==> src/rtl/multiplier_pkg.sv <==
// Shared constants and helpers for the sequential unsigned multiplier blocks.
`timescale 1ns/1ps
package multiplier_pkg;

  localparam int MULT_WIDTH_DEFAULT = 8;

  // Iteration counter width: wide enough to hold w-1, and never narrower than one bit.
  function automatic int count_width(input int w);
    int c;
    c = $clog2(w);
    return (c < 1) ? 1 : c;
  endfunction

endpackage

==> src/rtl/multiplier_datapath_if.sv <==
// Strobe/operand bundle between multiplier_controller (master) and multiplier_datapath (slave).
`timescale 1ns/1ps
interface multiplier_datapath_if
  import multiplier_pkg::*;
#(
  parameter int WIDTH = MULT_WIDTH_DEFAULT
);

  logic [WIDTH-1:0]   multiplicand;
  logic [WIDTH-1:0]   multiplier;
  logic               datapath_do_init;
  logic               datapath_do_shift;
  logic               counter_do_preset;
  logic               counter_do_decrement;
  logic               counter_is_zero;
  logic [2*WIDTH-1:0] product;

  modport master (
    output multiplicand,
    output multiplier,
    output datapath_do_init,
    output datapath_do_shift,
    output counter_do_preset,
    output counter_do_decrement,
    input  counter_is_zero,
    input  product
  );

  modport slave (
    input  multiplicand,
    input  multiplier,
    input  datapath_do_init,
    input  datapath_do_shift,
    input  counter_do_preset,
    input  counter_do_decrement,
    output counter_is_zero,
    output product
  );

endinterface

==> src/rtl/multiplier_counter.sv <==
// Iteration counter: preset has priority over decrement, and decrement saturates at zero.
`timescale 1ns/1ps
module multiplier_counter
  import multiplier_pkg::*;
#(
  parameter int WIDTH  = MULT_WIDTH_DEFAULT,
  parameter int PRESET = WIDTH - 1
) (
  input  logic clock,
  input  logic reset,
  input  logic do_preset,
  input  logic do_decrement,
  output logic is_zero
);

  localparam int            CW       = count_width(WIDTH);
  localparam logic [CW-1:0] PRESET_C = CW'(PRESET);
  localparam logic [CW-1:0] ZERO_C   = {CW{1'b0}};

  logic [CW-1:0] count_r;

  // Counter register with preset priority and no wrap below zero.
  always_ff @(posedge clock or posedge reset) begin
    if (reset) begin
      count_r <= ZERO_C;
    end else if (do_preset) begin
      count_r <= PRESET_C;
    end else if (do_decrement && (count_r != ZERO_C)) begin
      count_r <= count_r - CW'(1);
    end else begin
      count_r <= count_r;
    end
  end

  // Decoded from the register only, so the controller's Mealy strobes cannot form a loop.
  assign is_zero = (count_r == ZERO_C);

endmodule

==> src/rtl/multiplier_datapath.sv <==
// Shift-and-add datapath for the sequential unsigned multiplier; WIDTH shifts after init yield the product.
`timescale 1ns/1ps
module multiplier_datapath
  import multiplier_pkg::*;
#(
  parameter int WIDTH = MULT_WIDTH_DEFAULT
) (
  input  logic                 clock,
  input  logic                 reset,
  multiplier_datapath_if.slave bus
);

  logic [WIDTH-1:0] a_r;
  logic [WIDTH-1:0] acc_hi_r;
  logic [WIDTH-1:0] acc_lo_r;
  logic [WIDTH:0]   sum_s;

  // Partial-product add; the extra bit keeps the carry that shifts into acc_hi's MSB.
  always_comb begin
    sum_s = {1'b0, acc_hi_r};
    if (acc_lo_r[0]) begin
      sum_s = {1'b0, acc_hi_r} + {1'b0, a_r};
    end else begin
      sum_s = {1'b0, acc_hi_r};
    end
  end

  // Operand/accumulator registers; init overrides a simultaneous shift.
  always_ff @(posedge clock or posedge reset) begin
    if (reset) begin
      a_r      <= {WIDTH{1'b0}};
      acc_hi_r <= {WIDTH{1'b0}};
      acc_lo_r <= {WIDTH{1'b0}};
    end else if (bus.datapath_do_init) begin
      a_r      <= bus.multiplicand;
      acc_hi_r <= {WIDTH{1'b0}};
      acc_lo_r <= bus.multiplier;
    end else if (bus.datapath_do_shift) begin
      a_r      <= a_r;
      {acc_hi_r, acc_lo_r} <= {sum_s, acc_lo_r[WIDTH-1:1]};
    end else begin
      a_r      <= a_r;
      acc_hi_r <= acc_hi_r;
      acc_lo_r <= acc_lo_r;
    end
  end

  assign bus.product = {acc_hi_r, acc_lo_r};

  multiplier_counter #(
    .WIDTH  (WIDTH),
    .PRESET (WIDTH - 1)
  ) u_counter (
    .clock        (clock),
    .reset        (reset),
    .do_preset    (bus.counter_do_preset),
    .do_decrement (bus.counter_do_decrement),
    .is_zero      (bus.counter_is_zero)
  );

endmodule

==> src/flat_wrapper.sv <==
// flat-port wrapper written by rule: the top's interface ports become plain ports
module multiplier_datapath_flat import multiplier_pkg::*;
#(
  parameter int WIDTH = MULT_WIDTH_DEFAULT
)
  (clock, reset, bus_multiplicand, bus_multiplier, bus_datapath_do_init, bus_datapath_do_shift, bus_counter_do_preset, bus_counter_do_decrement, bus_counter_is_zero, bus_product);
  multiplier_datapath_if #(.WIDTH(WIDTH)) bus_i ();
  input  logic clock;
  input  logic reset;
  input wire logic [$bits(bus_i.multiplicand)-1:0] bus_multiplicand;
  input wire logic [$bits(bus_i.multiplier)-1:0] bus_multiplier;
  input wire logic [$bits(bus_i.datapath_do_init)-1:0] bus_datapath_do_init;
  input wire logic [$bits(bus_i.datapath_do_shift)-1:0] bus_datapath_do_shift;
  input wire logic [$bits(bus_i.counter_do_preset)-1:0] bus_counter_do_preset;
  input wire logic [$bits(bus_i.counter_do_decrement)-1:0] bus_counter_do_decrement;
  output wire logic [$bits(bus_i.counter_is_zero)-1:0] bus_counter_is_zero;
  output wire logic [$bits(bus_i.product)-1:0] bus_product;
  assign bus_i.multiplicand = bus_multiplicand;
  assign bus_i.multiplier = bus_multiplier;
  assign bus_i.datapath_do_init = bus_datapath_do_init;
  assign bus_i.datapath_do_shift = bus_datapath_do_shift;
  assign bus_i.counter_do_preset = bus_counter_do_preset;
  assign bus_i.counter_do_decrement = bus_counter_do_decrement;
  assign bus_counter_is_zero = bus_i.counter_is_zero;
  assign bus_product = bus_i.product;
  multiplier_datapath #(.WIDTH(WIDTH)) u_core (.clock(clock), .reset(reset), .bus(bus_i));
endmodule
==> config.mk <==
export PLATFORM = sky130hd
export DESIGN_NAME = multiplier_datapath_flat
export DESIGN_NICKNAME = d
export VERILOG_FILES = /design/src/rtl/multiplier_pkg.sv /design/src/rtl/multiplier_datapath_if.sv /design/src/rtl/multiplier_counter.sv /design/src/rtl/multiplier_datapath.sv /design/src/flat_wrapper.sv
export SDC_FILE = /design/constraint.sdc
export NUM_CORES = 1
export LEC_CHECK = 0
export CORE_AREA = 5 5 61 63
export DETAILED_ROUTE_END_ITERATION = 7
export DIE_AREA = 0 0 66 68
export GPL_ROUTABILITY_DRIVEN = 0
export PLACE_DENSITY = 0.9
export SLEW_MARGIN = 10
export SYNTH_ARGS = -nofsm -noshare
export SYNTH_HDL_FRONTEND = slang
export SYNTH_SLANG_ARGS = --single-unit
==> constraint.sdc <==
create_clock -name clock -period 3.3 [get_ports clock]
set_input_delay 0.495 -clock clock [delete_from_list [all_inputs] [get_ports clock]]
set_output_delay 0.495 -clock clock [all_outputs]
set_load 0.03 [all_outputs]
==> reports/results.tsv <==
metric	value	unit
status	finished, final reports clean	
1st-iter DRT viols	58	
vias in the first global route	1270	
xor and xnor area share after synthesis	0.0285	
Setup WS post-layout	1030	ps
Comb pwr share	0.316	
simple-gate share of the synthesized area	0.111	
Worst Max-Slew Pin Slew	1020	ps
Crit Path Class	reg -> out	
CTS tree	done	
P_int	531	µW
Port Buffer Count	38	
P_leak	0.000885	µW
Area Overhead vs Synth	29.1	%
first-pass GRT wire length	5530	µm
flip-flop and latch count after synthesis	27	
Sw Ratio	0.320	
net switching power of the design	250	µW
CP required	2800	ps
initial antenna violation count	0	
largest family of logic cells by synthesized area	compound AO/OA/AOI/OAI gates	
global route total overflow	0	
clk sinks	27	
sequential area share after synthesis	0.440	
Placed Area	1950	µm²
Syn Inst Count	148	
Routed Wire Length	3310	µm
deepest clock path buffer count	2	
post-route setup TNS	0	ps
hold buffer count at CTS	0	
post-synthesis cell type count	31	
Tcrit/Tclk final	0.687	
Final HPWL DP	2580	µm
pin count of the biggest net entering global routing	28	
startpoint types	register	
IO Count	39	
Die Height	68	µm
post-synthesis mux area share	0.137	
GRT Util Overall	0.159	
Flop pwr share	0.500	
crit-path max FO	2	
post-synthesis cell area	1530	µm²
Core Region	3180	µm²
Final nets	218	
FF-to-FF setup slack	1180	ps
FMAX	0.441	GHz
crit end category	output port	
Routed Antenna Nets	0	
RR Endpoint	u_core.acc_hi_r[5]$_DFFE_PP0P_	
Hold Path Depth	1	
die area	4490	µm²
power share of the clock group	0.184	
minimum clock period	2270	ps
Inserted Diodes	0	
endpoints failing hold	0	
cell area power density	394	nW/µm²
Compound-Gate Fraction of Synth Area	0.150	
setup bufs post-CTS	0	
share of cells above drive strength 1	0.0815	
DRC viols	0	
Yosys warning count	0	
Slew Limit Fails	0	
clk slew on worst S/H paths	130	ps
Setup violations, final	0	
RSZ-0062 raised after global routing	no	
pre-CTS WS	1120	ps
post-synthesis adder-cell area fraction	0.0946	
finished layout cell area	1980	µm²
Slew HR	0.322	
Core Util, Final	0.623	
Hold Crit Start	u_core.u_counter.count_r[1]$_DFFE_PP0P_	
Worst-Skew Late Latency	330	ps
synthesized area per cell	10.4	µm²
reg2reg start	u_core.acc_hi_r[0]$_DFFE_PP0P_	
syn_nets	181	
Die W	66	µm
Resize count post-CTS	0	
hold path endpoint	u_core.u_counter.count_r[1]$_DFFE_PP0P_	
vias per cell	5.27	
Starting Density	0.482	
drt wl/cell	14.4	µm
H-tree Lvls	1	
via count	1213	
clock skew	11.7	ps
Worst Reg2Reg Path Length in Cells	8	
Worst EP arrival	1770	ps
number of max-cap violations	0	
maximum vdd drop	0.316	mV
total CTS buffers	3	
1st-pass router iterations	4	
HP Class	reg -> reg	
cell row count	21	
CTS Root Cell	clkbuf_4	
-- worst max-delay path: stages (launching register included) --
cell	delay, ps
dfrtp_1	390
inv_1	80
ha_1	160
ha_1	150
clkdlybuf4s50_1	670
-- Yosys cell counts --
cell | n | area share
a211o_1 | 2 | 0.011
a211oi_1 | 4 | 0.020
a21o_1 | 2 | 0.0098
a21oi_1 | 4 | 0.013
a31oi_1 | 4 | 0.016
buf_2 | 2 | 0.0065
clkbuf_1 | 6 | 0.015
dfrtp_1 | 27 | 0.44
fa_1 | 1 | 0.013
ha_1 | 10 | 0.082
inv_1 | 7 | 0.017
mux2_2 | 8 | 0.059
mux2i_1 | 12 | 0.078
nand2_1 | 12 | 0.029
nand2b_1 | 5 | 0.020
nand3_1 | 3 | 0.0098
nand3b_1 | 2 | 0.0098
nor2_1 | 7 | 0.017
nor2b_1 | 2 | 0.0082
nor2b_4 | 1 | 0.0090
nor3_1 | 1 | 0.0033
o2111ai_1 | 1 | 0.0057
o211ai_1 | 1 | 0.0049
o21a_1 | 3 | 0.015
o21ai_0 | 12 | 0.039
o22ai_1 | 1 | 0.0041
o31a_1 | 1 | 0.0057
o32ai_1 | 1 | 0.0057
or2_2 | 1 | 0.0041
xnor2_1 | 3 | 0.017
xor2_1 | 2 | 0.011
-- cell usage in the layout, fill, tap and decap left out, types with 4 or more instances in the layout --
cell / count
ha_1: 10
a211oi_1: 4
mux2i_1: 12
a21oi_1: 4
dfrtp_1: 27
nand2b_1: 5
inv_1: 7
nand2_1: 12
a31oi_1: 4
clkdlybuf4s50_1: 38
mux2_2: 8
o21ai_0: 12
nor2_1: 7
-- area by class of cell --
type                    instances  area, µm²
repair buffers                 40        395
multi-input cells             106        800
inverters                       7       26.3
flip-flops and latches         27        676
fillers                       261       1200
clock buffers                   4       26.3
well taps                      46       57.6
-- cell families (layout without fill, tap and decap cells) --
group | count (synthesis) | after routing
compound gates | 36 | 36
xor+xnor | 5 | 5
fa+ha+maj | 11 | 11
buf+inv | 15 | 51
flops | 27 | 27
mux | 20 | 20
simple gates | 34 | 34
-- flip-flops by register name (all words and copies together) (netlist names) --
register and cells:
u_core.acc_lo_r 8, u_core.acc_hi_r 8, u_core.u_counter.count_r 3, u_core.a_r 8
-- power by group through the flow --
stage | logic (µW) | clock network [µW] | registers [µW]
3_3_place_gp | 239 | 0 | 395
5_1_grt | 271 | 164 | 396
6_report | 247 | 144 | 390
4_1_cts | 250 | 150 | 391
3_5_place_dp | 249 | 0 | 398
2_1_floorplan | 131 | 0 | 422
-- through the flow --
| step | instances | hold WS [ps] | power (µW) |
|---|---|---|---|
| after floorplan | 148 | 459 | 553 |
| after global placement | 226 | 469 | 634 |
| after detailed placement | 226 | 494 | 647 |
| after CTS | 230 | 524 | 791 |
| after global routing | 230 | 536 | 831 |
| final | 230 | 518 | 781 |
-- metal layers --
metal  up-vias  track usage  part of all wire  wire length, µm
met5         -            0                 0                0
met4         0       0.0558             0.021               70
met3         8       0.0493             0.056              184
met2        36        0.295              0.53             1740
met1       572        0.172              0.40             1310
li1        597            -                 -                -
-- how the worst max path moves through the flow --
stage | startpoint | endpoint | cells past startpoint
after floorplan | u_core.acc_hi_r[0]$_DFFE_PP0P_ | u_core.acc_hi_r[5]$_DFFE_PP0P_ | 8
after global placement | bus_datapath_do_init | u_core.a_r[2]$_DFFE_PP0P_ | 3
after detailed placement | bus_datapath_do_shift | u_core.acc_hi_r[5]$_DFFE_PP0P_ | 4
after CTS | u_core.u_counter.count_r[0]$_DFFE_PP0P_ | bus_counter_is_zero | 4
after global routing | u_core.u_counter.count_r[0]$_DFFE_PP0P_ | bus_counter_is_zero | 4
final | u_core.u_counter.count_r[0]$_DFFE_PP0P_ | bus_counter_is_zero | 4
(Power assumes the default switching activity.)
